<file path="config.mk">
export PLATFORM = sky130hd
export DESIGN_NAME = force_slice_scheduler
export DESIGN_NICKNAME = d
export VERILOG_FILES = /design/src/rtl/force_slice_scheduler_pkg.sv /design/src/rtl/force_slice_scheduler_rr_arbiter.sv /design/src/rtl/force_slice_scheduler.sv
export SDC_FILE = /design/constraint.sdc
export NUM_CORES = 1
export LEC_CHECK = 0
export CAP_MARGIN = 10
export CORE_MARGIN = 3
export CORE_UTILIZATION = 24
export DETAILED_ROUTE_END_ITERATION = 16
export PLACE_DENSITY_LB_ADDON = 0.2
export SLEW_MARGIN = 15
export SYNTH_ARGS = -nofsm -noshare
export SYNTH_HDL_FRONTEND = slang
export SYNTH_SLANG_ARGS = --single-unit
</file>
<file path="constraint.sdc">
create_clock -name clk -period 4.6 [get_ports clk]
set_clock_uncertainty 0.1 [all_clocks]
set_input_delay 0.69 -clock clk [delete_from_list [all_inputs] [get_ports clk]]
set_output_delay 0.69 -clock clk [all_outputs]
set_load 0.03 [all_outputs]
</file>
<file path="src/rtl/force_slice_scheduler_pkg.sv">
// Shared types for the force/release scheduler: op and state encodings,
// slice field widths and the slice-mask helper.
package force_sched_pkg;

  localparam int LSBW = 3;
  localparam int LENW = 4;

  typedef enum logic [1:0] {
    OP_NOP         = 2'b00,
    OP_FORCE       = 2'b01,
    OP_RELEASE     = 2'b10,
    OP_RELEASE_ALL = 2'b11
  } op_e;

  typedef enum logic [1:0] {
    S_IDLE  = 2'b00,
    S_CHECK = 2'b01,
    S_APPLY = 2'b10
  } state_e;

  // Mask is returned un-truncated; callers keep the low bus-width bits.
  typedef struct packed {
    logic        oor;
    logic [31:0] mask;
  } slice_t;

  function automatic slice_t slice_mask(input logic [LSBW-1:0] lsb,
                                        input logic [LENW-1:0] len,
                                        input int width);
    slice_t s;
    s.mask = ((32'd1 << len) - 32'd1) << lsb;
    s.oor  = (len == '0) || ((int'(lsb) + int'(len)) > width);
    return s;
  endfunction

endpackage

</file>
<file path="src/rtl/force_slice_scheduler_rr_arbiter.sv">
// Round-robin arbiter, combinational one-hot grant from a registered pointer.
// The pointer moves past the accepted requester so it has lowest priority next.
module rr_arbiter #(
  parameter  int NREQ = 3,
  localparam int IDW  = $clog2(NREQ)
) (
  input  logic            clk,
  input  logic            rst,
  input  logic [NREQ-1:0] req_i,
  input  logic [NREQ-1:0] adv_i,
  output logic [NREQ-1:0] gnt_o
);

  logic [IDW-1:0] ptr_q, ptr_d;
  logic           found;

  // First pass covers requesters at or above the pointer, second pass wraps.
  always_comb begin
    gnt_o = '0;
    found = 1'b0;
    for (int i = 0; i < NREQ; i++) begin
      if (!found && req_i[i] && (IDW'(i) >= ptr_q)) begin
        gnt_o[i] = 1'b1;
        found    = 1'b1;
      end
    end
    for (int i = 0; i < NREQ; i++) begin
      if (!found && req_i[i]) begin
        gnt_o[i] = 1'b1;
        found    = 1'b1;
      end
    end
  end

  always_comb begin
    ptr_d = ptr_q;
    for (int i = 0; i < NREQ; i++) begin
      if (adv_i[i]) ptr_d = (i == NREQ - 1) ? '0 : IDW'(i + 1);
    end
  end

  always_ff @(posedge clk or posedge rst) begin
    if (rst) ptr_q <= '0;
    else     ptr_q <= ptr_d;
  end

endmodule

</file>
<file path="src/rtl/force_slice_scheduler.sv">
// Arbitrates force/release part-select commands onto one shared bus; 3 cycles
// per command (accept, check, apply); requesters hold req_valid until req_ready.
module force_slice_scheduler
  import force_sched_pkg::*;
#(
  parameter  int WIDTH = 8,
  parameter  int NREQ  = 3,
  localparam int IDW   = $clog2(NREQ)
) (
  input  logic                  clk,
  input  logic                  rst,
  input  logic [NREQ-1:0]       req_valid,
  output logic [NREQ-1:0]       req_ready,
  input  logic [2*NREQ-1:0]     req_op,
  input  logic [LSBW*NREQ-1:0]  req_lsb,
  input  logic [LENW*NREQ-1:0]  req_len,
  input  logic [WIDTH*NREQ-1:0] req_val,
  output logic [NREQ-1:0]       rsp_valid,
  output logic [NREQ-1:0]       rsp_err,
  input  logic [WIDTH-1:0]      bus_in,
  output logic [WIDTH-1:0]      bus_out,
  output logic [WIDTH-1:0]      force_mask,
  output logic                  busy
);

  state_e                     state_q;
  logic [NREQ-1:0]            ready_q, rsp_valid_q, rsp_err_q, gnt, acc_oh, id_oh;
  op_e                        op_q, sel_op;
  logic [LSBW-1:0]            lsb_q, sel_lsb;
  logic [LENW-1:0]            len_q, sel_len;
  logic [WIDTH-1:0]           val_q, sel_val, shifted;
  logic [IDW-1:0]             id_q, sel_id;
  logic                       err_q, err_d, conflict;
  logic [WIDTH-1:0]           fmask_q, fmask_d, fval_q, fval_d;
  logic [WIDTH-1:0][IDW-1:0]  owner_q, owner_d;
  slice_t                     sm;
  logic                       unused_mask_hi;

  assign acc_oh = (state_q == S_IDLE) ? (ready_q & req_valid) : '0;

  rr_arbiter #(.NREQ(NREQ)) u_arb (
    .clk   (clk),
    .rst   (rst),
    .req_i (req_valid),
    .adv_i (acc_oh),
    .gnt_o (gnt)
  );

  always_comb begin
    sel_op  = OP_NOP;
    sel_lsb = '0;
    sel_len = '0;
    sel_val = '0;
    sel_id  = '0;
    for (int i = 0; i < NREQ; i++) begin
      if (acc_oh[i]) begin
        sel_op  = op_e'(req_op[i*2 +: 2]);
        sel_lsb = req_lsb[i*LSBW +: LSBW];
        sel_len = req_len[i*LENW +: LENW];
        sel_val = req_val[i*WIDTH +: WIDTH];
        sel_id  = IDW'(i);
      end
    end
  end

  assign sm             = slice_mask(lsb_q, len_q, WIDTH);
  assign unused_mask_hi = ^sm.mask[31:WIDTH];
  assign shifted        = val_q << lsb_q;
  assign id_oh          = NREQ'(1) << id_q;

  always_comb begin
    conflict = 1'b0;
    for (int b = 0; b < WIDTH; b++) begin
      if (sm.mask[b] && fmask_q[b] && (owner_q[b] != id_q)) conflict = 1'b1;
    end
    err_d = ((op_q == OP_FORCE) || (op_q == OP_RELEASE)) && (sm.oor || conflict);
  end

  // err_q gates every update, so an errored command leaves all arrays intact.
  always_comb begin
    fmask_d = fmask_q;
    fval_d  = fval_q;
    owner_d = owner_q;
    for (int b = 0; b < WIDTH; b++) begin
      if (!err_q) begin
        case (op_q)
          OP_FORCE: if (sm.mask[b]) begin
            fmask_d[b] = 1'b1;
            fval_d[b]  = shifted[b];
            owner_d[b] = id_q;
          end
          OP_RELEASE:     if (sm.mask[b] && (owner_q[b] == id_q)) fmask_d[b] = 1'b0;
          OP_RELEASE_ALL: if (owner_q[b] == id_q) fmask_d[b] = 1'b0;
          default: ;
        endcase
      end
    end
  end

  always_ff @(posedge clk or posedge rst) begin
    if (rst) begin
      state_q     <= S_IDLE;
      ready_q     <= '0;
      rsp_valid_q <= '0;
      rsp_err_q   <= '0;
      op_q        <= OP_NOP;
      lsb_q       <= '0;
      len_q       <= '0;
      val_q       <= '0;
      id_q        <= '0;
      err_q       <= 1'b0;
      fmask_q     <= '0;
      fval_q      <= '0;
      owner_q     <= '0;
    end else begin
      ready_q     <= '0;
      rsp_valid_q <= '0;
      rsp_err_q   <= '0;
      case (state_q)
        S_IDLE: begin
          if (|acc_oh) begin
            op_q    <= sel_op;
            lsb_q   <= sel_lsb;
            len_q   <= sel_len;
            val_q   <= sel_val;
            id_q    <= sel_id;
            state_q <= S_CHECK;
          end else if (ready_q == '0) begin
            ready_q <= gnt;
          end
        end
        S_CHECK: begin
          err_q   <= err_d;
          state_q <= S_APPLY;
        end
        S_APPLY: begin
          fmask_q     <= fmask_d;
          fval_q      <= fval_d;
          owner_q     <= owner_d;
          rsp_valid_q <= id_oh;
          rsp_err_q   <= err_q ? id_oh : '0;
          ready_q     <= gnt;
          state_q     <= S_IDLE;
        end
        default: state_q <= S_IDLE;
      endcase
    end
  end

  assign req_ready  = ready_q;
  assign rsp_valid  = rsp_valid_q;
  assign rsp_err    = rsp_err_q;
  assign force_mask = fmask_q;
  assign bus_out    = (fmask_q & fval_q) | (~fmask_q & bus_in);
  assign busy       = (state_q != S_IDLE);

endmodule

</file>
# == After elaboration in Yosys (flattened, before gate mapping) ==
# Index checks and enable logic that the tools add are counted.
# totals
regBits,65
in_bits,64
out_inout_bits,26
wordCells,238
# classes
n_addsub,2
n_lt_le_gt_ge,4
n_eq_ne,46
shift,4
muxes,76
bitwise_logic,6
n_reduce_logical,65
# op_table
operator,count
6-bit AND reduction,8
1-bit 2-to-1 mux,43
1-bit logical AND,33
"2-bit inequality test, second input constant",16
4-bit AND reduction,8
"1-bit by 4-bit << shifter with 32-bit output, first input constant",1
32-bit by 3-bit << shifter with 8-bit output,1
"32-bit by 1-bit subtractor with 32-bit output, second input constant",1
3-bit 2-to-1 mux,9
8-bit 2-to-1 mux,3
1-bit case mux with 3 select lines,8
"2-bit by 1-bit inequality test with 1-bit output, second input constant",9
8-bit bitwise AND,2
2-bit == test,8
2-bit 2-to-1 mux,8
2-bit inequality test,8
4-bit 2-to-1 mux,3
8-bit NOT,1
8-bit bitwise OR,1
8-bit by 3-bit << shifter with 8-bit output,1
"2-bit == test, second input constant",3
3-bit case mux with 2 select lines,1
3-bit nonzero test,2
3-bit by 4-bit adder with 5-bit output,1
16 further kinds,24

# == Longest topological paths before layout ==
# depth
depth_word,23
mapped_depth,11

# == Modules after synthesis ==
# A second synthesis with hierarchy kept.
# hier_totals
cells_unflattened,402
hier_area_um2,3956.3
# modules_own_cells
mod,instances,cells_per_inst,area_each_um2,seq_area_each_um2
force_slice_scheduler,1,383,3814.9,1576.5
rr_arbiter,1,19,141.4,50.0

# == Worst setup path after synthesis ==
# No wires, ideal clock.
# synth_path
kind,register to register
startpoint,reg len_q[0]
endpoint,"reg fmask_q[7], in the netlist force_mask[7]"
setup_ps,128
arrival_time_ps,2528
path_slack_ps,1844
path_stages_with_launch,11
period_less_slack_ps,2756
cell_sequence,dfrtp_1 -> clkbuf_1 -> nor4_2 -> inv_2 -> ha_1 -> or3_1 -> a21oi_1 -> nor4bb_1 -> a311o_1 -> a21oi_1 -> mux2_1
# synth_via
elab_chain_len,6
# synth_lines
element,line,text
from (decl),force_slice_scheduler.sv:30,"logic [LENW-1:0] len_q, sel_len;"
from (signal assigned),force_slice_scheduler.sv:124,len_q <= sel_len;
1-bit by 4-bit << shifter with 32-bit output *,force_slice_scheduler_pkg.sv:31,s.mask = ((32'd1 << len) - 32'd1) << lsb;
32-bit by 1-bit subtractor with 32-bit output *,force_slice_scheduler_pkg.sv:31,
32-bit by 3-bit << shifter with 8-bit output *,force_slice_scheduler_pkg.sv:31,
1-bit logical AND,force_slice_scheduler.sv:92,OP_RELEASE: if (sm.mask[b] && (owner_q[b] == id_q)) fmask_d[b] = 1'b0;
2-bit by 1-bit inequality test with 1-bit output (no source line),--,
6-bit AND reduction (no source line) *,--,
to (signal assigned),force_slice_scheduler.sv:137,fmask_q <= fmask_d;
to (decl),force_slice_scheduler.sv:34,"logic [WIDTH-1:0] fmask_q, fmask_d, fval_q, fval_d;"
# Every way passes the cells marked *; elsewhere a longest branch is shown, timed or not.
# A chain may end at the register's enable or synchronous reset.

# == Final worst setup path ==
# layout_path
startpoint,reg len_q[3]
endpoint,"reg fmask_q[7], in the netlist force_mask[7]"
# The elaborated chain is that of the path after synthesis.

==> Flow_metrics.wiki <==
{| class="wikitable"
! Metric !! Value
|-
| Largest family of logic cells by synthesized area || simple AND/OR/NAND/NOR gates
|-
| X dimension of the die || about 140 um
|-
| CTS tree || built
|-
| Via count of the first global-routing pass || approximately 3600
|-
| Smallest hold slack || around 400 ps
|-
| Root buf cell || sky130_fd_sc_hd__clkbuf_16
|-
| Synthesized instance count || approximately 450
|-
| Share of layout cells above drive strength 1 || between 10 and 15%
|-
| Number of inserted diodes || 0
|-
| Cell count after placement || 730
|-
| Global-route wire length before repair || 18.4 mm
|-
| Number of antenna violations at the first check in global routing || 0
|-
| Warnings from Yosys || 0
|-
| Final count of pins violating max slew || 0
|-
| Worst relative slew slack || about 41%
|-
| Adder-cell share of the synthesized area || under 10%
|-
| RD Place Congestion || slightly below 0.9
|-
| DIE AREA || between 15000 and 20000 sq um
|-
| Simple-gate portion of the synthesized area || roughly a fifth
|-
| Result of the run || finished, final reports clean
|-
| Number of gates given a new drive strength after cts || 0
|-
| DR WL/cell || ~15 um
|-
| Hold Path Class || reg2reg
|-
| I/O pin total || 90
|-
| Compound-Gate Fraction of Synth Area || ~17%
|-
| Unrepaired setup endpoints after global routing || no
|-
| Data required time of the worst path || around 4700 ps
|-
| Leftover overflow at the end of global routing || 0
|-
| Static leakage || roughly 2.2 nW
|-
| Setup TNS after final layout || 0 ps
|-
| Library cells used by synthesis || between 60 and 70
|-
| Sequential fraction of the synthesis area || between 40% and 50%
|-
| Fin nets || about 600
|-
| Net count after synthesis || between 500 and 600
|-
| Worst ir drop on vdd || between 0.2 and 0.3 mV
|-
| Prevailing post-synth register cell || sky130_fd_sc_hd__dfrtp_1
|-
| Fraction of synthesized cell area in xor and xnor cells || 3.89%
|-
| Number of DRC markers in iteration 0 || around 150
|-
| Critical Path End Type || flip-flop
|-
| Post-CTS setup repair buffer count || 0
|-
| H-Tree Depth || 3
|-
| Count of input and output buffers || 89
|-
| Placeable core region || between 15000 and 20000 sq um
|-
| Final non-filler cell total || 744
|-
| Clock latency of the later-clocked register in the worst-skew pair || between 300 and 400 ps
|-
| Core Rows || 46
|-
| Cell area power density || about 700 nW/um^2
|-
| DRC Markers || 0
|-
| Post-layout total power || between 0.003 and 0.004 W
|-
| Count of maximum capacitance violations || 0
|-
| Via/cell ratio || around 4.7
|-
| Mux cell area share after synthesis || approximately an eighth
|-
| Number of vias in the routed layout || 3504
|-
| Vertical die dimension || approximately 140 um
|-
| EDFF count, synth || 0
|-
| Setup CP Type || reg2reg
|-
| Number of clock buffers inserted by TritonCTS || 9
|-
| Final period utilization || 69.4%
|-
| Post-synth ARST share || 100%
|-
| HPWL after detailed placement || roughly 8.7 mm
|-
| Number of flip-flops and latches in the synthesized netlist || 65
|-
| Post-Place Setup Slack || approximately 1400 ps
|-
| Maximum buffer depth of the clock tree || 2
|-
| Synthesis-to-layout area growth || 32.9%
|-
| Fmax || 313 MHz
|-
| Cell area after synthesis || roughly 4000 sq um
|-
| Peak fanout along the critical path || 15
|-
| Slew at the pin closest to its max-slew limit || between 800 and 900 ps
|-
| Count of final setup violators || 0
|-
| # hold bufs at CTS || 0
|-
| Worst-case setup margin in the final layout || about 1400 ps
|-
| Sinks on the clock net || 65
|-
| Startpoint type of the worst setup path || flip-flop
|-
| First-pass DRT Iterations || 4
|-
| Initial core utilization || between 20% and 30%
|-
| Arrival time at the worst endpoint || approximately 3300 ps
|-
| Pin count of the biggest net entering global routing || 39
|-
| Average cell area after synthesis || between 9 and 10 sq um
|-
| Final-report hold violation count || 0
|-
| Post-layout minimum cycle time || approximately 3200 ps
|-
| Gr usage total || between 10% and 20%
|-
| Antenna Nets Post-Route || 0
|-
| Clock-pin transition on the worst setup and hold timing paths || about 50 ps
|-
| Routed wire length || 11.4 mm
|}
-- layout by cell type (no fill, tap or decap), types with 3 or more instances in the layout --
cell type                         count
sky130_fd_sc_hd__xnor2_1              5
sky130_fd_sc_hd__nand3_1              4
sky130_fd_sc_hd__clkbuf_16            9
sky130_fd_sc_hd__o21ai_0             39
sky130_fd_sc_hd__a21oi_1             14
sky130_fd_sc_hd__and3_1               3
sky130_fd_sc_hd__o21ai_1              4
sky130_fd_sc_hd__o211ai_1             3
sky130_fd_sc_hd__nand2_1             62
sky130_fd_sc_hd__dfrtp_1             65
sky130_fd_sc_hd__mux2_2              25
sky130_fd_sc_hd__mux2_1               7
sky130_fd_sc_hd__xor2_1              13
sky130_fd_sc_hd__inv_1               14
sky130_fd_sc_hd__a211oi_1             4
sky130_fd_sc_hd__buf_4                4
sky130_fd_sc_hd__and2_1               4
sky130_fd_sc_hd__o31ai_1              3
sky130_fd_sc_hd__nor3_1               8
sky130_fd_sc_hd__or3_1                6
sky130_fd_sc_hd__clkdlybuf4s50_1     89
sky130_fd_sc_hd__nor2b_1             10
sky130_fd_sc_hd__a31oi_1             20
sky130_fd_sc_hd__ha_1                 8
sky130_fd_sc_hd__mux2i_1              7
sky130_fd_sc_hd__mux2_4               3
sky130_fd_sc_hd__nand2b_1             5
sky130_fd_sc_hd__nor2_1              37
-- final cells by class --
type	instances	area [sq um]
clock buffer	11	243
clock inverter	3	18.8
fill	1673	10800
inverter	16	60.1
multi-input combinational	340	2250
sequential	65	1630
tap	216	270
timing repair buffer	93	921
-- Yosys cell counts (5+ instances only) --
master | instances | area [sq um]
sky130_fd_sc_hd__o21ai_0 | 39 | 195
sky130_fd_sc_hd__dfrtp_1 | 65 | 1630
sky130_fd_sc_hd__nand2_1 | 62 | 233
sky130_fd_sc_hd__a31oi_1 | 20 | 125
sky130_fd_sc_hd__clkbuf_1 | 20 | 75.1
sky130_fd_sc_hd__ha_1 | 8 | 100
sky130_fd_sc_hd__mux2i_1 | 7 | 70.1
sky130_fd_sc_hd__nand2b_1 | 5 | 31.3
sky130_fd_sc_hd__nor2_1 | 37 | 139
sky130_fd_sc_hd__mux2_1 | 7 | 78.8
sky130_fd_sc_hd__nor2b_1 | 10 | 62.6
sky130_fd_sc_hd__mux2_2 | 25 | 282
sky130_fd_sc_hd__nor3_1 | 8 | 40.0
sky130_fd_sc_hd__or3_1 | 6 | 37.5
sky130_fd_sc_hd__a21oi_1 | 14 | 70.1
sky130_fd_sc_hd__xor2_1 | 13 | 114
sky130_fd_sc_hd__inv_1 | 15 | 56.3
sky130_fd_sc_hd__xnor2_1 | 5 | 43.8
-- routing by layer --
metal  up-vias  global-route usage, %  share of wire (%)
met1      1683                   16.5                 46
li1       1745                      -                  -
met5         -                      0                  0
met2        72                   21.1                 50
met4         0                   3.25               0.68
met3         4                   2.78                3.6
-- final timing paths --
check,start,endpoint,slack (ps),cells past startpoint
worst min register to register,fval_q[4]$_DFFE_PP0P_,fval_q[4]$_DFFE_PP0P_,400,2
max in group asynchronous,rst,len_q[2]$_DFFE_PP0P_,2770,3
worst min-delay path,fval_q[4]$_DFFE_PP0P_,fval_q[4]$_DFFE_PP0P_,400,2
worst max-delay path,len_q[3]$_DFFE_PP0P_,force_mask[7]$_DFFE_PP0P_,1410,9
worst max register to register,len_q[3]$_DFFE_PP0P_,force_mask[7]$_DFFE_PP0P_,1410,9
min in group asynchronous,rst,rsp_valid[0]$_DFF_PP0_,750,2
-- worst max-delay path, stage by stage, from the launching register on --
cell and delay (ps):
sky130_fd_sc_hd__dfrtp_1 530, sky130_fd_sc_hd__nor4_2 480, sky130_fd_sc_hd__inv_2 120, sky130_fd_sc_hd__ha_1 360
sky130_fd_sc_hd__or3_1 390, sky130_fd_sc_hd__a21oi_1 140, sky130_fd_sc_hd__nor4bb_1 60, sky130_fd_sc_hd__a311o_1 390
sky130_fd_sc_hd__a21oi_1 170, sky130_fd_sc_hd__mux2_1 330
-- report_power, final --
group	switching (W)	internal (W)
Combinational	0.00108	0.000883
Sequential	0.000355	0.000798
Clock	0.000230	0.000372
Total	0.00167	0.00205
-- metrics by stage --
step	instance area (sq um)	util, %
after CTS	5390	33.2
after global placement	5120	31.6
after global routing	5390	33.2
final	5390	33.2
after floorplan	4050	-
after detailed placement	5120	31.6
-- cell families after synthesis --
kind of cell / Yosys count
and+or+nand+nor: 157
AOI/OAI and AO/OA: 113
DFF: 65
buffers and inverters: 43
muxes: 43
xor gates and xnor gates: 18
adders and majority gates: 9
-- state kept, by name (all words and copies together), names as in the netlist --
signal       count
err_q            1
u_arb.ptr_q      2
rsp_err          3
force_mask       8
fval_q           8
req_ready        3
val_q            8
len_q            4
lsb_q            3
owner_q         16
op_q             2
rsp_valid        3
state_q          2
id_q             2
Power figures use the tool's default switching activity.
